<file path="config.mk">
export PLATFORM = sky130hd
export DESIGN_NAME = fetch_stage
export DESIGN_NICKNAME = d
export VERILOG_FILES = /design/src/rtl/fetch_stage.sv
export SDC_FILE = /design/constraint.sdc
export NUM_CORES = 1
export LEC_CHECK = 0
export ABC_AREA = 1
export BUFFER_PORTS_ARGS = -buffer_cell sky130_fd_sc_hd__buf_2
export CAP_MARGIN = 20
export CORE_MARGIN = 2
export CORE_UTILIZATION = 25
export DETAILED_ROUTE_END_ITERATION = 16
export HOLD_SLACK_MARGIN = 0.06
export PLACE_DENSITY = 0.4
export SLEW_MARGIN = 20
export SYNTH_ARGS = -nofsm -noshare
export SYNTH_HDL_FRONTEND = slang
export SYNTH_SLANG_ARGS = --single-unit
</file>
<file path="constraint.sdc">
create_clock -name clk -period 9.9 [get_ports clk]
set_clock_uncertainty 0.1 [all_clocks]
set_input_delay 1.98 -clock clk [delete_from_list [all_inputs] [get_ports clk]]
set_output_delay 1.98 -clock clk [all_outputs]
set_load 0.02 [all_outputs]
</file>
<file path="src/rtl/fetch_stage.sv">
// Instruction fetch stage: PC, imem req/ack port, one-entry skid buffer and IF/ID register.
// Latency: an ack in REQ with ifid_write=1 lands in IF/ID on the following edge; FULL drains on release.
// Backpressure: ifid_write=0 parks one response in the skid and drops imem_req. FETCH_PERF_EN adds perf counters.
module fetch_stage #(
    parameter logic [31:0] RESET_PC  = 32'h0000_0000,
    parameter logic [31:0] NOP_INSTR = 32'h0000_0000
) (
    input  logic        clk,
    input  logic        rst,
    input  logic        pc_write,
    input  logic        ifid_write,
    input  logic        branch_taken,
    input  logic [31:0] branch_target,
    output logic        imem_req,
    output logic [31:0] imem_addr,
    input  logic        imem_ack,
    input  logic [31:0] imem_rdata,
    output logic [31:0] ifid_instr,
    output logic [31:0] ifid_pc4,
    output logic        ifid_valid
`ifdef FETCH_PERF_EN
    ,
    output logic [31:0] stall_cycles,
    output logic [31:0] flush_count
`endif
);

    typedef enum logic {S_REQ = 1'b0, S_FULL = 1'b1} state_t;

    state_t      state_q, state_d;
    logic [31:0] pc_q, pc_d;
    logic [31:0] req_addr_q, req_addr_d;
    logic [31:0] skid_q, skid_d;
    logic        discard_q, discard_d;
    logic [31:0] instr_q, instr_d;
    logic [31:0] pc4_q, pc4_d;
    logic        valid_q, valid_d;
    logic        flush;
    logic [31:0] seq_pc;

    assign flush  = branch_taken & ifid_write;
    assign seq_pc = req_addr_q + 32'd4;

    always_comb begin
        state_d    = state_q;
        pc_d       = pc_q;
        req_addr_d = req_addr_q;
        skid_d     = skid_q;
        discard_d  = discard_q;
        instr_d    = instr_q;
        pc4_d      = pc4_q;
        valid_d    = valid_q;
        unique case (state_q)
            S_REQ: begin
                if (flush) begin
                    pc_d    = branch_target;
                    instr_d = NOP_INSTR;
                    valid_d = 1'b0;
                    // Without an ack the old request stays on the bus; its data is dropped later.
                    if (imem_ack) begin
                        discard_d  = 1'b0;
                        req_addr_d = branch_target;
                    end else begin
                        discard_d  = 1'b1;
                    end
                end else if (imem_ack && discard_q) begin
                    discard_d  = 1'b0;
                    req_addr_d = pc_q;
                    if (ifid_write) begin
                        instr_d = NOP_INSTR;
                        valid_d = 1'b0;
                    end
                end else if (imem_ack && ifid_write) begin
                    instr_d    = imem_rdata;
                    pc4_d      = seq_pc;
                    valid_d    = 1'b1;
                    pc_d       = pc_write ? seq_pc : pc_q;
                    req_addr_d = pc_write ? seq_pc : pc_q;
                end else if (imem_ack) begin
                    skid_d  = imem_rdata;
                    state_d = S_FULL;
                end else if (ifid_write) begin
                    instr_d = NOP_INSTR;
                    valid_d = 1'b0;
                end
            end
            S_FULL: begin
                if (ifid_write) begin
                    state_d = S_REQ;
                    if (flush) begin
                        pc_d       = branch_target;
                        req_addr_d = branch_target;
                        instr_d    = NOP_INSTR;
                        valid_d    = 1'b0;
                    end else begin
                        instr_d    = skid_q;
                        pc4_d      = seq_pc;
                        valid_d    = 1'b1;
                        pc_d       = pc_write ? seq_pc : pc_q;
                        req_addr_d = pc_write ? seq_pc : pc_q;
                    end
                end
            end
            default: state_d = S_REQ;
        endcase
    end

    always_ff @(posedge clk or posedge rst) begin
        if (rst) begin
            state_q    <= S_REQ;
            pc_q       <= RESET_PC;
            req_addr_q <= RESET_PC;
            skid_q     <= 32'd0;
            discard_q  <= 1'b0;
            instr_q    <= NOP_INSTR;
            pc4_q      <= 32'd0;
            valid_q    <= 1'b0;
        end else begin
            state_q    <= state_d;
            pc_q       <= pc_d;
            req_addr_q <= req_addr_d;
            skid_q     <= skid_d;
            discard_q  <= discard_d;
            instr_q    <= instr_d;
            pc4_q      <= pc4_d;
            valid_q    <= valid_d;
        end
    end

    // Reset gates the request combinationally so a pending fetch is abandoned at once.
    assign imem_req   = (state_q == S_REQ) & ~rst;
    assign imem_addr  = req_addr_q;
    assign ifid_instr = instr_q;
    assign ifid_pc4   = pc4_q;
    assign ifid_valid = valid_q;

`ifdef FETCH_PERF_EN
    always_ff @(posedge clk or posedge rst) begin
        if (rst) begin
            stall_cycles <= 32'd0;
            flush_count  <= 32'd0;
        end else begin
            if (!ifid_write) stall_cycles <= stall_cycles + 32'd1;
            if (flush)       flush_count  <= flush_count + 32'd1;
        end
    end
`endif

endmodule
</file>
======== After elaboration in Yosys (flattened, before gate mapping) ========
Index checks and enable logic that the tools add are counted.
operators by class
  add/sub/neg operators ................... 1
  eq/ne operators ......................... 10
  mux-type cells .......................... 42
  bitwise gates (word level) .............. 7
  reduce and logical (&&, ||, !) cells .... 9
operators with widths
  operator                                                         number
  32-bit two-way mux                                               21
  32-bit case mux with 2 select lines                              4
  32-bit by 3-bit adder with 32-bit output, second input constant  1
  1-bit two-way mux                                                15
  2-bit != test, second input constant                             5
  5-bit AND reduction                                              2
  3-bit != test, second input constant                             3
  3-bit AND reduction                                              2
  5-bit != test, second input constant                             1
  1-bit NOT                                                        5
  4-bit != test, second input constant                             1
  1-bit case mux with 2 select lines                               2
  2-bit AND reduction                                              2
  1-bit bitwise AND                                                2
  1-bit logical AND                                                2
  2-bit nonzero test                                               1
word-level totals
  register bits ........................... 163
  output and inout bits ................... 98

======== Longest topological paths before layout ========
Gate-level depths: netlist of run 1.
  depth after elaboration ................. 6
  depth in mapped cells ................... 14

======== Worst setup path before layout of run 1 ========
OpenSTA, ideal clock, no wires.
  kind .................................... input to output
  start point ............................. in rst
  end point ............................... out imem_req
  arrival ................................. 2260 ps
  data required time ...................... 7820 ps
  setup slack ............................. 5560 ps
  cell stages on the path ................. 1
  buffers on the path ..................... 0
  cell sequence ........................... nor2_1
on the way
  cells in the longest elaborated chain, start to end .. 2
ends and longest elaborated chain
  what               RTL line  source
  start, declared    9         input logic rst,
  1-bit NOT          131       assign imem_req = (state_q == S_REQ) & ~rst;
  1-bit bitwise AND  131
  end, declared      14        output logic imem_req,
Every way passes these cells.

======== Worst setup path in the final report of run 1 ========
  start point ............................. in ifid_write
  end point ............................... reg pc_q[7]
on the way
  cells in the longest elaborated chain, start to end .. 4
  elaborated cells between the ends (all ways) .. 10
ends and longest elaborated chain
  what                                 RTL line  source
  start, declared                      11        input logic ifid_write,
  1-bit bitwise AND                    41        assign flush = branch_taken & ifid_write;
  32-bit two-way mux                   90        if (flush) begin
  32-bit two-way mux                   88        if (ifid_write) begin
  32-bit case mux with 2 select lines  53        unique case (state_q)
  end signal, assigned                 120       pc_q <= pc_d;
  end, declared                        31        logic [31:0] pc_q, pc_d;
Several ways; a longest one is shown, not always the timed one. The select of a mux whose other input is x is not followed.
A chain may end at the register's enable or synchronous reset.

==> out/results.tsv, run 1 <==
metric	value	unit
CORE AREA	0.03471	mm²
max-slew violations	0	
Worst setup SP type	input port	
critical path type	in -> reg	
simple-gate portion of the synthesized area	0.2665	
Root Buffer	clkbuf_16	
leakage	0.005305	µW
Die Width	192.2	µm
global route total overflow	0	
CTS tree	built	
H-Tree Depth	4	
syn_nets	1265	
synth unique cells	36	
global placer's final weighted congestion	0.8082	
Post-synth EDFFs	0	
Post-Syn Area	0.008853	mm²
RSZ-0062 raised after global routing	no	
top_reg_cell synth	dfrtp_1	
initial antenna violation count	5	
cells after synthesis	1194	
initial core utilization	0.2550	
clk_lat worst skew	430	ps
first-pass GRT wire length	48130	µm
Post-Synth XOR/XNOR Area	0.007914	
largest family of logic cells by synthesized area	simple AND/OR/NAND/NOR gates	
slack of the critical path	4417	ps
crit end category	flop	
Max Cap Viol	0	
Synth area leaders	dfrtp_1 (46%), nand2_1 (16%), o21ai_0 (6.2%), inv_1 (4.7%), nor2_1 (4.5%)	
crit path time final	5483	ps
post-route clock period utilization	0.5538	
Buffers on Ports	167	
clk sinks	163	
vias in the first global route	7819	
Worst Path Required	10100	ps
Worst Path Arrival	5680	ps
Worst Max-Slew Pin Slew	1036	ps
routed len/inst	17.48	µm
post-layout net count	1393	
Post-synth top cells	nand2_1 (368), dfrtp_1 (163), inv_1 (110), o21ai_0 (110), nor2_1 (107)	
Die Area	0.03694	mm²
Total Routing Usage GR	0.1724	
clock slew at reported path FFs	70	ps
Compound-Gate Fraction of Synth Area	0.1788	
cell accounting for the most synthesized area	dfrtp_1	
DRT iter0 DRCs	509	
ys async rst share	1.000	
Avg Inst Size Synth	7.415	µm²
final setup fails	0	
# IOs	168	
layout cells sized above 1	0.1813	
total CTS buffers	17	
Routed Antenna Nets	0	
Chip Height	192.2	µm
Worst VDD drop	0.1209	mV
Max transition margin	0.3084	
FF+latch count, synth	163	
postcts setup bufs	0	
pwr/cell area	264.8	mW/mm²
fmax	182.4	MHz
Fillers	3832	
Min-Delay Path Class	reg -> reg	
pre-CTS WS	3895	ps
outcome	finished, final reports clean	
pin count of the biggest net entering global routing	98	
Area Overhead vs Synth	19.91	%
synth warn	0	
CTS resizes	0	
Final HPWL DP	21400	µm
DR DRC count	0	
multiplexer area fraction after synthesis	0	
crit-path max FO	60	
vias	8233	
sequential share of the synthesized area	0.4607	
clock buffer depth	2	
hold_buf cts	0	
top-count cell post-synth	nand2_1	
first-pass detailed-route iteration total	5	
# rows	68	
Synth Area in Adders	0.001413	
post-synth top area share	0.4607	
Total Wirelength	31370	µm
Via-to-Cell Ratio	4.589	
setup TNS	0	ps
Hold Violations, Final	0	
==> critical path, stage by stage <==
cell and delay (ps):
buf_2 120, nand2_2 480, inv_2 880, nor2_2 320, inv_2 590, o21ai_2 180
inv_2 800, nand2_1 100, a2bb2oi_1 180
==> flip-flops by register name, summed over array words and instances, names as in the netlist <==
signal / count
ifid_instr: 32
ifid_pc4: 32
imem_addr: 32
pc_q: 32
skid_q: 32
discard_q: 1
ifid_valid: 1
state_q: 1
==> worst paths after layout <==
kind                             start            end  slack (ps)  cells past startpoint
max in group asynchronous          rst        pc_q[6]        6340                      4
setup reg to reg               state_q  imem_addr[23]        6310                      9
setup / recovery            ifid_write        pc_q[7]        4420                      9
hold reg to reg            ifid_pc4[8]    ifid_pc4[8]         370                      2
min in group asynchronous          rst     skid_q[25]        1520                      2
hold / removal             ifid_pc4[8]    ifid_pc4[8]         370                      2
==> report_power, final <==
part           internal [µW]  switching, µW
logic                    350            728
registers                890            187
clock network            350            306
total                   1590           1220
==> cell families after synthesis <==
kind of cell	after synthesis
and+or+nand+nor	572
xor gates and xnor gates	8
AOI/OAI and AO/OA	263
DFF	163
adders and majority gates	1
buffers and inverters	187
==> layout by cell type, fill, tap and decap left out, types with 32 or more instances in the layout <==
| master | n |
|---|---|
| nand3_1 | 61 |
| a31oi_1 | 36 |
| a32o_1 | 32 |
| nor2_1 | 107 |
| dfrtp_1 | 163 |
| buf_2 | 167 |
| nand2_1 | 368 |
| o21ai_0 | 110 |
| a21oi_1 | 33 |
| inv_1 | 109 |
==> cell type report <==
class | count | area (µm²) | area share
diodes | 4 | 10.01 | 0.0009428
clock buffers | 18 | 429.2 | 0.04042
clock inverters | 14 | 131.4 | 0.01237
inverters | 118 | 447.9 | 0.04219
multi-input cells | 844 | 4031 | 0.3797
flip-flops and latches | 163 | 4079 | 0.3842
well taps | 455 | 569.3 | 0.05362
repair buffers | 178 | 918.4 | 0.08651
==> layer usage <==
metal,global-route usage,share of wire,vias to the layer above
met5,0,0.00041,-
met4,0.03553,0.0078,2
met3,0.04440,0.063,15
met2,0.2684,0.45,209
met1,0.2405,0.48,3822
li1,-,-,4185
==> through the flow <==
step / instance area, µm² / utilization / total power [µW] / instances / hold WS, ps
3_3_place_gp: 10050 / 0.2894 / 2174 / 1758 / 352.5
4_1_cts: 10610 / 0.3055 / 2858 / 1790 / 373.9
3_5_place_dp: 10050 / 0.2894 / 2182 / 1758 / 355.8
2_1_floorplan: 8853 / - / 1789 / 1194 / 353.4
5_1_grt: 10610 / 0.3055 / 3038 / 1790 / 405.9
6_report: 10620 / 0.3058 / 2812 / 1794 / 371.4
Power figures use the tool's default switching activity.
==> run 2: changes to the inputs <==
ABC_AREA = 0   (was 1)
PLACE_DENSITY = 0.42   (was 0.4)
clock period = 5 ns   (was 9.9 ns; I/O delays follow)
==> run 2 against run 1 <==
Worst setup slack worse by 2400 ps; total power grew 79%; final area down 2.7%; cell count decreased by 20%; sequential power grew 87%; flip-flop and latch count unchanged; highest routed layer unchanged; routed wire length down 2.7%; register-to-register slack got worse by 4300 ps; synthesized area down 6.6%; synthesized cell count fell by 30%; clock power grew 130%; critical endpoint is now imem_addr[19].
==> out/results.tsv, run 2 <==
metric	value	unit	change
r2r startpoint	imem_addr[2]		was state_q
Root Buffer	clkbuf_16		unchanged
simple-gate portion of the synthesized area	0.1353		was 0.2665
multi-input combinational cell area	0.003915	mm²	was 0.004031 mm²
vias	7363		was 8,233
multiplexer area fraction after synthesis	0.06568		was 0
synth warn	0		unchanged
clk_lat worst skew	440	ps	was 430 ps
Routed Antenna Nets	0		unchanged
commonest non-fill, non-tap cell in the layout	buf_2		was nand2_1
RSZ-0062 raised after global routing	no		unchanged
pin count of the biggest net entering global routing	66		was 98
Final HPWL DP	20100	µm	was 21,400 µm
sequential share of the synthesized area	0.4933		was 0.4607
cell accounting for the most synthesized area	dfrtp_1		unchanged
Hold Startpoint	ifid_pc4[17]		was ifid_pc4[8]
postcts setup bufs	0		unchanged
CORE AREA	0.03254	mm²	was 0.03471 mm²
critical path type	reg -> reg		was in -> reg
slack of the critical path	2001	ps	was 4417 ps
post-route clock period utilization	0.5998		
post-synth top area share	0.4933		was 0.4607
initial core utilization	0.2541		was 0.2550
Die Area	0.03454	mm²	was 0.03694 mm²
Max transition margin	0.2798		was 0.3084
top-count cell post-synth	dfrtp_1		was nand2_1
crit end category	flop		unchanged
DR DRC count	0		unchanged
largest family of logic cells by synthesized area	compound AO/OA/AOI/OAI gates		was simple AND/OR/NAND/NOR gates
Worst Path Arrival	3190	ps	was 5680 ps
first-pass GRT wire length	46820	µm	was 48,130 µm
Worst Max-Slew Pin Slew	1074	ps	was 1036 ps
Synth Area in Adders	0.001513		was 0.001413
Reg2Reg Setup Slack	2000	ps	was 6310 ps
Compound-Gate Fraction of Synth Area	0.2450		was 0.1788
most frequent cells in the layout	buf_2 (167), dfrtp_1 (163), nand2_1 (68)		was nand2_1 (368), buf_2 (167), dfrtp_1 (163)
Fillers	3483		was 3,832
fmax	333.5	MHz	
leakage	0.004371	µW	was 0.005305 µW
pre-CTS WS	1710	ps	was 3895 ps
routed len/inst	21.34	µm	was 17.48 µm
Max Used Layer	met5		unchanged
CTS resizes	0		unchanged
R2R depth	5		was 9
register area	0.004079	mm²	unchanged
Synth area leaders	dfrtp_1 (49%), mux2_2 (5.7%), o21ai_0 (3.7%), o2bb2ai_1 (3.6%), a22oi_1 (3.3%)		was dfrtp_1 (46%), nand2_1 (16%), o21ai_0 (6.2%), inv_1 (4.7%), nor2_1 (4.5%)
initial antenna violation count	6		was 5
H-Tree Depth	4		unchanged
syn_nets	902		was 1,265
met3 WL	2139	µm	was 1980 µm
max-slew violations	0		unchanged
FF+latch count, synth	163		unchanged
Min-Delay Path Class	reg -> reg		unchanged
Area Overhead vs Synth	24.88	%	was 19.91%
top_reg_cell synth	dfrtp_1		unchanged
crit-path max FO	14		was 60
Total Wirelength	30520	µm	was 31,370 µm
cells after synthesis	831		was 1,194
Die Width	185.9	µm	was 192.2 µm
Worst setup SP type	flop		was input port
outcome	finished, final reports clean		unchanged
Met1 Wirelength	14060	µm	was 15,070 µm
Avg Inst Size Synth	9.949	µm²	was 7.415 µm²
global route total overflow	0		unchanged
Post-Syn Area	0.008268	mm²	was 0.008853 mm²
Worst Path Required	5190	ps	was 10,100 ps
pwr/cell area	487.5	mW/mm²	was 264.8 mW/mm²
clock buffer depth	2		unchanged
crit path time final	2999	ps	
synth unique cells	72		was 36
# rows	66		was 68
layout cells sized above 1	0.2918		was 0.1813
Total Routing Usage GR	0.1810		was 0.1724
final core occ	0.3173		was 0.3058
setup TNS	0	ps	unchanged
Buffers on Ports	167		unchanged
Chip Height	185.9	µm	was 192.2 µm
Max Cap Viol	0		unchanged
Hold Violations, Final	0		unchanged
met2 wire len	13940	µm	was 14,050 µm
global placer's final weighted congestion	0.7751		was 0.8082
# IOs	168		unchanged
hold path depth	2		unchanged
total CTS buffers	17		unchanged
Post-Synth XOR/XNOR Area	0.02013		was 0.007914
hold_buf cts	0		unchanged
vias in the first global route	7349		was 7,819
DRT iter0 DRCs	572		was 509
Post-synth top cells	dfrtp_1 (163), nand2_1 (69), o21ai_0 (61)		was nand2_1 (368), dfrtp_1 (163), inv_1 (110), o21ai_0 (110), nor2_1 (107)
Via-to-Cell Ratio	5.149		was 4.589
Post-synth EDFFs	0		unchanged
first-pass detailed-route iteration total	4		was 5
Worst VDD drop	0.2371	mV	was 0.1209 mV
clock slew at reported path FFs	70	ps	about the same
final setup fails	0		unchanged
ys async rst share	1.000		unchanged
RR Endpoint	imem_addr[19]		was imem_addr[23]
post-layout net count	1047		was 1,393
Hold Path End	ifid_pc4[17]		was ifid_pc4[8]
CTS tree	built		unchanged
clk sinks	163		unchanged
run 2: changes by cell type in the layout (fill, tap and decap cells not counted), sizes merged, moves of 32 or more:
cell / delta
nand2: -305
inv: -105
o21ai: -79
nor2: -68
mux2: +42
nand3: -37
a22oi: +35
o2bb2ai: +34
a32o: -32
run 2: worst max path at each step:
stage,from,end,slack [ps],cells after the start
final,imem_addr[2],imem_addr[19],2000,5
after global routing,imem_addr[7],imem_addr[19],1800,5
after CTS,imem_addr[6],imem_addr[19],2070,5
after detailed placement,ifid_write,pc_q[26],1710,8
after global placement,ifid_write,pc_q[25],1770,8
after floorplan,rst,discard_q,1830,1
run 2: final cells by class:
class	instances	share of cell area
multi-input combinational	588	0.3792
sequential	163	0.3951
timing repair buffer	192	0.1028
tap	442	0.05356
clock buffer	18	0.04157
inverter	14	0.005453
clock inverter	12	0.02218
antenna	1	0.0002424
run 2: routing by layer:
| metal | track usage | vias to the layer above |
|---|---|---|
| met2 | 0.2834 | 216 |
| li1 | - | 3420 |
| met4 | 0.04567 | 6 |
| met5 | 0 | - |
| met1 | 0.2444 | 3689 |
| met3 | 0.05302 | 32 |
run 2: worst max-delay path, cell delays in order, from the launching register on:
cell and delay [ps]:
dfrtp_1 600, nand4_4 260, nor3_2 930, a31oi_1 250, a2111oi_0 530, o221ai_1 180
run 2: cell families after synthesis:
kind of cell	count (synthesis)
DFF	163
muxes	49
AOI/OAI and AO/OA	297
and+or+nand+nor	222
xor gates and xnor gates	19
adders and majority gates	1
buffers and inverters	80
run 2: where the power goes:
part,internal (µW),leakage [µW],switching [µW]
logic,573,0.00210,918
registers,1670,0.00196,350
clock network,937,0.000310,583
total,3180,0.00437,1850
run 2: metrics by stage:
step	cell area (µm²)	hold slack (ps)	cells	power (µW)
final	10320	373.3	1430	5034
after global routing	10320	392.8	1429	5334
after CTS	10300	382.0	1428	5098
after detailed placement	9644	367.1	1398	3548
after global placement	9644	359.9	1398	3538
after floorplan	8272	360.3	831	2950
==> run 3: changes to the inputs <==
ABC_AREA = 1   (was 0)
clock period = 2.7 ns   (was 5 ns; I/O delays follow)
==> run 3 against run 2 <==
Total power is 110% higher; sequential power is 95% higher; worst setup slack worse by 1700 ps; critical path depth is 7 higher; critical endpoint is now imem_addr[20]; core utilization is 0.12 points lower; combinational power grew to 2.8 times the previous value; critical path type unchanged; count of clock-buffer cells in the layout is 6 higher; register-to-register slack worse by 1700 ps; via count is 15% higher; cell count is 27% higher; global-route usage is 0.87 points lower.
==> out/results.tsv, run 3 (same netlist as run 1, synthesis figures left out) <==
metric	value	unit	change
Buffers on Ports	167		unchanged
cell family with most CP delay	simple AND/OR/NAND/NOR gates		unchanged
postcts setup bufs	0		unchanged
global route total overflow	0		unchanged
total CTS buffers	17		unchanged
setup TNS	0	ps	unchanged
final core occ	0.3162		was 0.3173
Worst Max-Slew Pin Slew	639.8	ps	was 1074 ps
Die Area	0.03694	mm²	was 0.03454 mm²
crit end category	flop		unchanged
crit path time final	2374	ps	was 2999 ps
H-Tree Depth	4		unchanged
Total Routing Usage GR	0.1723		was 0.1810
combinational power share	0.380		was 0.296
Die Width	192.2	µm	was 185.9 µm
switching part of the total	0.4128		was 0.3677
commonest non-fill, non-tap cell in the layout	nand2_1		was buf_2
Max Cap Viol	0		unchanged
Worst VDD drop	0.4923	mV	was 0.2371 mV
# IOs	168		unchanged
Hold Violations, Final	0		unchanged
max-slew violations	0		unchanged
CORE AREA	0.03471	mm²	was 0.03254 mm²
layout cells sized above 1	0.1956		was 0.2918
final setup fails	0		unchanged
Worst Path Arrival	2600	ps	was 3190 ps
Buf/Inv on CP	0		unchanged
Total Wirelength	31180	µm	was 30,520 µm
first-pass GRT wire length	47920	µm	was 46,820 µm
leakage	0.005493	µW	was 0.004371 µW
initial antenna violation count	5		was 6
pre-CTS WS	305.3	ps	was 1710 ps
slack of the critical path	326.0	ps	was 2001 ps
Max transition margin	0.5729		was 0.2798
critical path type	reg -> reg		unchanged
clock slew at reported path FFs	80	ps	was 70 ps
post-layout net count	1419		was 1,047
most frequent cells in the layout	nand2_1 (368), buf_2 (167), dfrtp_1 (163)		was buf_2 (167), dfrtp_1 (163), nand2_1 (68)
Min-Delay Path Class	in -> reg		was reg -> reg
CTS resizes	0		unchanged
Worst Path Required	2930	ps	was 5190 ps
vias	8489		was 7,363
clk_lat worst skew	450	ps	was 440 ps
P_int	6353	µW	was 3183 µW
crit-path max FO	6		was 14
DR DRC count	0		unchanged
Worst setup SP type	flop		unchanged
Clock power frac	0.256		was 0.302
initial core utilization	0.2550		was 0.2541
routed len/inst	17.16	µm	was 21.34 µm
Switch Pwr	4466	µW	was 1851 µW
global placer's final weighted congestion	0.8154		was 0.7751
first-pass detailed-route iteration total	5		was 4
Routed Antenna Nets	0		unchanged
pin count of the biggest net entering global routing	98		was 66
Area Overhead vs Synth	23.97	%	was 24.88%
fmax	421.2	MHz	was 333.5 MHz
Final Total Pwr	10820	µW	was 5034 µW
Root Buffer	clkbuf_16		unchanged
RSZ-0062 raised after global routing	no		unchanged
crit-path cells	ha_1 > nand2_2 > nor2_4 > nand3_1 > o21ai_0 > nand3_1 > nand2_1 > nand2_1 > nand2_1 > nand2_1 > nor2_1 > nor2_1		was nand4_4 > nor3_2 > a31oi_1 > a2111oi_0 > o221ai_1
vias in the first global route	8098		was 7,349
Chip Height	192.2	µm	was 185.9 µm
outcome	finished, final reports clean		unchanged
clk sinks	163		unchanged
DRT iter0 DRCs	657		was 572
Via-to-Cell Ratio	4.672		was 5.149
Final HPWL DP	21660	µm	was 20,100 µm
pwr/cell area	985.7	mW/mm²	was 487.5 mW/mm²
post-route clock period utilization	0.8793		was 0.5998
clock buffer depth	2		unchanged
# rows	68		was 66
Fin Hold WS	215.5	ps	was 373.3 ps
CTS tree	built		unchanged
Worst path most repeated cell	nand2_1		
sequential fraction of design power	0.364		was 0.402
Max stage delay cell, worst path	dfrtp_1		was nor3_2
Worst path max stage delay	490	ps	was 930 ps
==> run 3: cell count changes in the layout (fill, tap and decap cells not counted), moves of 32 or more <==
cell	before	now
a22oi_1	36	1
a32o_1	0	32
inv_1	13	109
mux2_2	42	0
nand2_1	68	368
nand3_1	22	61
nor2_1	51	107
o21ai_0	61	110
o2bb2ai_1	34	0
==> run 3: layout make-up <==
cell class                      count  area [µm²]
Sequential cell                   163        4079
Clock inverter                      7       141.4
Multi-Input combinational cell    844        4031
Fill cell                        3787       23740
Clock buffer                       24       511.7
Antenna cell                        2       5.005
Tap cell                          455       569.3
Timing Repair Buffer              204        1191
Inverter                          118       446.7
==> run 3: final timing paths <==
path	from	endpoint	slack, ps	depth (start not counted)
min in group asynchronous	rst	pc_q[14]	530	3
worst min register to register	ifid_pc4[9]	ifid_pc4[9]	370	2
max in group asynchronous	rst	ifid_pc4[4]	1240	4
worst max register to register	imem_addr[2]	imem_addr[20]	330	12
worst min-delay path	imem_ack	discard_q	220	2
worst max-delay path	imem_addr[2]	imem_addr[20]	330	12
==> run 3: worst reg2reg max path, cell delays in order, from the launching register on <==
cell and delay (ps):
dfrtp_1 490, ha_1 270, nand2_2 80, nor2_4 150, nand3_1 180, o21ai_0 250
nand3_1 230, nand2_1 110, nand2_1 50, nand2_1 60, nand2_1 40, nor2_1 190
nor2_1 60
==> run 3: repair_timing <==
item                                    4_1_cts  5_1_grt
endpoints found under the setup margin        0        0
endpoints found under the hold margin         8        0
hold buffers                                  1        0
==> run 3: layer usage <==
layer,GRT usage,vias up,part of all wire
met2,0.2576,271,0.43
li1,-,4217,-
met5,0,-,0.0014
met4,0.05402,6,0.020
met3,0.04148,35,0.066
met1,0.2439,3960,0.49
==> run 3: stage by stage <==
step,instance area (µm²),std cells
after floorplan,8857,1194
after global placement,10310,1783
after detailed placement,10310,1783
after CTS,10970,1815
after global routing,10970,1815
final,10980,1817
==> run 3: power groups by stage <==
| stage | Clock, µW | Combinational, µW | Sequential [µW] |
|---|---|---|---|
| 2_1_floorplan | 0 | 2110 | 4450 |
| 3_5_place_dp | 0 | 4140 | 3990 |
| 4_1_cts | 2860 | 4160 | 3950 |
| 6_report | 2770 | 4120 | 3940 |
| 3_3_place_gp | 0 | 4140 | 3980 |
| 5_1_grt | 2950 | 4620 | 4060 |
